<file path="src/rtl/weight_sched_pkg.sv">
// rtl/weight_sched_pkg.sv - shared music-player constants for the weight scheduler
// Purpose: weight encodings, scheduler FSM state encodings, maximum weight and
//          the single-step ramp helper shared by weight_sched and weight_step.
// Ports:   none (package).
package weight_sched_pkg;

  // Harmonic weight codes; code 3 is never stored.
  typedef enum logic [1:0] {
    W_DEFAULT = 2'd0,
    W_WEIGHT1 = 2'd1,
    W_WEIGHT2 = 2'd2
  } weight_e;

  typedef enum logic {
    ST_IDLE = 1'b0,
    ST_RAMP = 1'b1
  } state_e;

  localparam logic [1:0] MAX_WEIGHT = W_WEIGHT2;

  // One step of applied toward target; equal values hold.
  function automatic logic [1:0] step_toward(input logic [1:0] applied,
                                             input logic [1:0] target);
    logic [1:0] res;
    res = applied;
    if (applied < target)
      res = applied + 2'd1;
    else if (applied > target)
      res = applied - 2'd1;
    return res;
  endfunction

endpackage

</file>
<file path="src/rtl/weight_step.sv">
// rtl/weight_step.sv - per-channel target/applied weight pair with step logic
// Purpose: holds one channel's target and applied weight. Target moves by
//          saturating inc/dec; applied follows it one step per beat when
//          WEIGHT_SCHED_RAMP_EN is defined, otherwise tracks target directly.
// Ports:   clk, reset_n (async active-low)
//          inc, dec      - already-decoded edit requests for this channel
//          beat          - ramp step strobe (ignored without WEIGHT_SCHED_RAMP_EN)
//          applied       - registered applied weight
//          mismatch_nxt  - target and applied will differ after this edge
// Macro:   WEIGHT_SCHED_RAMP_EN
module weight_step
  import weight_sched_pkg::*;
(
  input  logic       clk,
  input  logic       reset_n,
  input  logic       inc,
  input  logic       dec,
  input  logic       beat,
  output logic [1:0] applied,
  output logic       mismatch_nxt
);

  logic [1:0] target;
  logic [1:0] target_nxt;
  logic [1:0] applied_nxt;

  always_comb begin
    target_nxt = target;
    if (inc && (target != MAX_WEIGHT))
      target_nxt = target + 2'd1;
    else if (dec && (target != W_DEFAULT))
      target_nxt = target - 2'd1;
  end

`ifdef WEIGHT_SCHED_RAMP_EN
  // Steps toward the registered (pre-change) target, so an edit landing on
  // the same edge as a beat only influences the following beat.
  assign applied_nxt = beat ? step_toward(applied, target) : applied;
`else
  logic unused_beat;
  assign unused_beat = beat;
  assign applied_nxt = target_nxt;
`endif

  assign mismatch_nxt = (target_nxt != applied_nxt);

  always_ff @(posedge clk or negedge reset_n) begin
    if (!reset_n) begin
      target  <= W_DEFAULT;
      applied <= W_DEFAULT;
    end else begin
      target  <= target_nxt;
      applied <= applied_nxt;
    end
  end

endmodule

</file>
<file path="src/rtl/weight_sched.sv">
// rtl/weight_sched.sv - harmonic weight scheduler for NUM_CH note-player channels
// Purpose: decodes edit-mode buttons into per-channel target changes, keeps
//          the channel selection, and runs the IDLE/RAMP FSM that reports busy
//          while any applied weight still differs from its target.
// Ports:   clk, reset_n (async active-low)
//          edit                              - buttons honoured only while high
//          up_button, down_button, next_button - one-cycle button pulses
//          beat                              - ramp step strobe
//          weights[2*NUM_CH-1:0]             - applied weights, ch i at [2i+1:2i]
//          sel[1:0]                          - selected channel
//          busy                              - registered, high in RAMP
// Macro:   WEIGHT_SCHED_RAMP_EN (defined: ramped; undefined: immediate, busy=0)
module weight_sched
  import weight_sched_pkg::*;
#(
  parameter int NUM_CH = 3
) (
  input  logic                clk,
  input  logic                reset_n,
  input  logic                edit,
  input  logic                up_button,
  input  logic                down_button,
  input  logic                next_button,
  input  logic                beat,
  output logic [2*NUM_CH-1:0] weights,
  output logic [1:0]          sel,
  output logic                busy
);

  localparam logic [1:0] LAST_CH = 2'(NUM_CH - 1);

  // Up and down together cancel out.
  logic up_eff;
  logic dn_eff;
  logic nx_eff;
  assign up_eff = edit & up_button & ~down_button;
  assign dn_eff = edit & down_button & ~up_button;
  assign nx_eff = edit & next_button;

  logic [NUM_CH-1:0] ch_mismatch;
  state_e            state;

  for (genvar i = 0; i < NUM_CH; i++) begin : g_ch
    logic hit;
    // Compares against the current sel, so a simultaneous next still edits
    // the channel that was selected when the button was pressed.
    assign hit = (sel == 2'(i));

    weight_step u_step (
      .clk          (clk),
      .reset_n      (reset_n),
      .inc          (up_eff & hit),
      .dec          (dn_eff & hit),
      .beat         (beat),
      .applied      (weights[2*i +: 2]),
      .mismatch_nxt (ch_mismatch[i])
    );
  end

`ifndef WEIGHT_SCHED_RAMP_EN
  logic unused_mismatch;
  assign unused_mismatch = |ch_mismatch;
`endif

  // State is decided from the channels' next values, so RAMP is entered on the
  // edge that creates a mismatch and left on the edge whose beat closes it.
  always_ff @(posedge clk or negedge reset_n) begin
    if (!reset_n) begin
      sel   <= 2'd0;
      state <= ST_IDLE;
      busy  <= 1'b0;
    end else begin
      if (nx_eff)
        sel <= (sel == LAST_CH) ? 2'd0 : sel + 2'd1;
`ifdef WEIGHT_SCHED_RAMP_EN
      case (state)
        ST_IDLE: begin
          if (|ch_mismatch) begin
            state <= ST_RAMP;
            busy  <= 1'b1;
          end
        end
        ST_RAMP: begin
          if (!(|ch_mismatch)) begin
            state <= ST_IDLE;
            busy  <= 1'b0;
          end
        end
        default: begin
          state <= ST_IDLE;
          busy  <= 1'b0;
        end
      endcase
`else
      state <= ST_IDLE;
      busy  <= 1'b0;
`endif
    end
  end

endmodule

</file>
<file path="config.mk">
export PLATFORM = sky130hd
export DESIGN_NAME = weight_sched
export DESIGN_NICKNAME = d
export VERILOG_FILES = /design/src/rtl/weight_sched_pkg.sv /design/src/rtl/weight_step.sv /design/src/rtl/weight_sched.sv
export SDC_FILE = /design/constraint.sdc
export NUM_CORES = 1
export LEC_CHECK = 0
export ABC_AREA = 0
export CAP_MARGIN = 5
export CORE_AREA = 2 2 39 41
export DETAILED_ROUTE_END_ITERATION = 16
export DIE_AREA = 0 0 41 43
export GPL_TIMING_DRIVEN = 0
export PLACE_DENSITY = 0.62
export SYNTH_ARGS = -nofsm -noshare
export SYNTH_HDL_FRONTEND = slang
export SYNTH_HIERARCHICAL = 1
export SYNTH_SLANG_ARGS = --single-unit
</file>
<file path="constraint.sdc">
create_clock -name clk -period 1.22 [get_ports clk]
set_input_delay 0.244 -clock clk [delete_from_list [all_inputs] [get_ports clk]]
set_output_delay 0.244 -clock clk [all_outputs]
set_load 0.03 [all_outputs]
</file>
==> metrics.md <==
| Metric | Value |
|---|---|
| Nets@finish | `71` |
| Syn_area_per_cell | `10.1 um^2` |
| I/O Pins | `16` |
| Syn Nets | `50` |
| # DRC | `0` |
| # rows | `14` |
| Final worst path period need | `1.18 ns` |
| Slew Limit Fails | `0` |
| Cell leakage power | `0.000341 uW` |
| Flop pwr share | `0.357` |
| Worst hold path type | `in -> async` |
| Status | `complete, no violations` |
| Arr. time, crit path | `1.33 ns` |
| Final setup viols | `0` |
| Clock slew at reported path FFs | `0.06 ns` |
| Gate power share | `0.489` |
| DRT iter0 DRCs | `4` |
| RR Endpoint | `g_ch[1].u_step/target[1]$_DFFE_PN0P_` |
| Switching portion of total power | `0.452` |
| Net load switching power | `661 uW` |
| Hold WS | `0.272 ns` |
| R2R Setup Slk | `0.04 ns` |
| Final period util | `0.965` |
| Max Clk Rate | `850 MHz` |
| Pint | `803 uW` |
| Die area | `0.00176 mm^2` |
| Worst setup SP type | `flip-flop` |
| Required time worst endpoint | `1.37 ns` |
| Clock share of power | `0.154` |
| Initial antenna violation count | `0` |
| Ant. Diodes | `0` |
| Vias in the first global route | `295` |
| Crit-path max FO | `7` |
| Largest net degree at the start of global routing | `9` |
| Wire per inst | `11.3 um` |
| IR drop worst, VDD | `0.881 mV` |
| Share of layout cells above drive strength 1 | `0.381` |
| Global-route wire length before repair | `1.26 mm` |
| Clk root buf | `clkbuf_4` |
| Die width | `41 um` |
| Cells after synthesis | `43` |
| RSZ-0062 raised after global routing | `yes` |
| H-tree depth reported by CTS | `1` |
| TritonCTS buffer count | `3` |
| Layout area overhead | `44.8%` |
| Fillers | `148` |
| Post-DRT Antenna Nets | `0` |
| Starting Density | `0.315` |
| TritonCTS clock tree | `built` |
| Fin. Hold Viols | `0` |
| WL final | `891 um` |
| IO Port Bufs | `13` |
| FF-to-FF path depth | `4` |
| Critical path class | `reg -> reg` |
| Final worst slack | `0.0432 ns` |
| Setup TNS | `0 ns` |
| Via-to-Cell Ratio | `4.75` |
| Synthesis warning total | `6` |
| Place WS | `-0.354 ns` |
| Setup crit end kind | `flip-flop` |
| Number of hold buffers added after CTS | `0` |
| Critical R2R Launch | `sel[1]$_DFFE_PN0P_` |
| Routed vias | `375` |
| Max cap viols | `0` |
| Gr usage total | `0.111` |
| Syn Std Cell Area | `435 um^2` |
| DPL Wire Length | `588 um` |
| Bufs on Longest Clock Path | `2` |
| GPL Wtd Cong | `0.583` |
| Core Region | `0.00138 mm^2` |
| Die Y | `43 um` |
| PwrDens | `2320 mW/mm^2` |
| Final Skew | `0.00688 ns` |
| Clock sink total | `8` |
| Clock Latency Late Sink | `0.26 ns` |
| Total gr overflow | `0` |
| Initial DRT Pass Iterations | `4` |
-- critical path: stages (launching register included) --
cell      delay [ns]
dfrtp_2         0.45
nand2b_1        0.20
nor2_2          0.15
xor2_1          0.09
a21o_1          0.17
-- cell usage in the layout, fill, tap and decap left out --
master           n
a21o_1           3
buf_2            8
buf_4            4
clkbuf_1         1
clkbuf_4         3
clkdlybuf4s50_1  2
conb_1           1
dfrtp_1          6
dfrtp_2          2
dlymetal6s2s_1   3
inv_1            1
mux2_2           1
mux2i_1          4
nand2_1          1
nand2b_1         5
nand3b_1         2
nor2_1           1
nor2_2           4
nor3_2           1
nor3_4           1
nor3b_1          3
o22ai_1          3
xor2_1           3
-- what timing repair did --
item | in CTS | in global routing
pin swaps | 0 | 4
setup buffers | 0 | 3
endpoints found under the setup margin | 11 | 6
resized for setup | 42 | 8
endpoints found under the hold margin | 0 | 0
-- power by group through the flow --
stage | clock [uW] | sequential (uW) | combinational [uW]
floorplan | 0 | 727 | 230
global placement | 0 | 534 | 702
detailed placement | 0 | 534 | 710
CTS | 230 | 535 | 612
global route | 248 | 545 | 761
finish | 226 | 523 | 715
-- per-stage QoR --
step,util,cell area (um^2),power [uW],instances
floorplan,-,438,957,43
global placement,0.425,588,1240,72
detailed placement,0.425,588,1240,72
CTS,0.422,584,1380,76
global route,0.456,631,1550,79
finish,0.456,631,1460,79
-- worst max-delay path by stage --
stage               slack (ns)                              endpoint  cells after the start          startpoint
floorplan                -0.01  g_ch[1].u_step/target[1]$_DFFE_PN0P_                      4  sel[1]$_DFFE_PN0P_
global placement         -0.36  g_ch[0].u_step/target[1]$_DFFE_PN0P_                      5                edit
detailed placement       -0.35  g_ch[0].u_step/target[1]$_DFFE_PN0P_                      5                edit
CTS                      -0.02  g_ch[2].u_step/target[1]$_DFFE_PN0P_                      5                edit
global route             -0.04  g_ch[2].u_step/target[1]$_DFFE_PN0P_                      4  sel[0]$_DFFE_PN0P_
finish                    0.04  g_ch[1].u_step/target[1]$_DFFE_PN0P_                      4  sel[1]$_DFFE_PN0P_
-- area by class of cell --
| class | instances | area [um^2] | share of cell area |
|---|---|---|---|
| multi-input cells | 33 | 250 | 0.397 |
| flip-flops and latches | 8 | 203 | 0.321 |
| well taps | 16 | 20.0 | 0.0317 |
| inverters | 1 | 3.75 | 0.00595 |
| repair buffers | 16 | 120 | 0.190 |
| plain buffers | 1 | 7.51 | 0.0119 |
| clock buffers | 4 | 26.3 | 0.0417 |
-- metal layers --
layer	vias up	wire length, um	part of all wire	GRT usage
li1	188	-	-	-
met4	0	14	0.016	0.0800
met3	2	67	0.075	0.0314
met2	15	386	0.43	0.144
met5	-	0	0	0
met1	170	423	0.47	0.150
-- sequential cells by signal (all words and copies together), names as in the netlist --
name and flops:
g_ch.u_step/target 6, sel 2
Note: power is estimated with default switching activity, not from simulation.
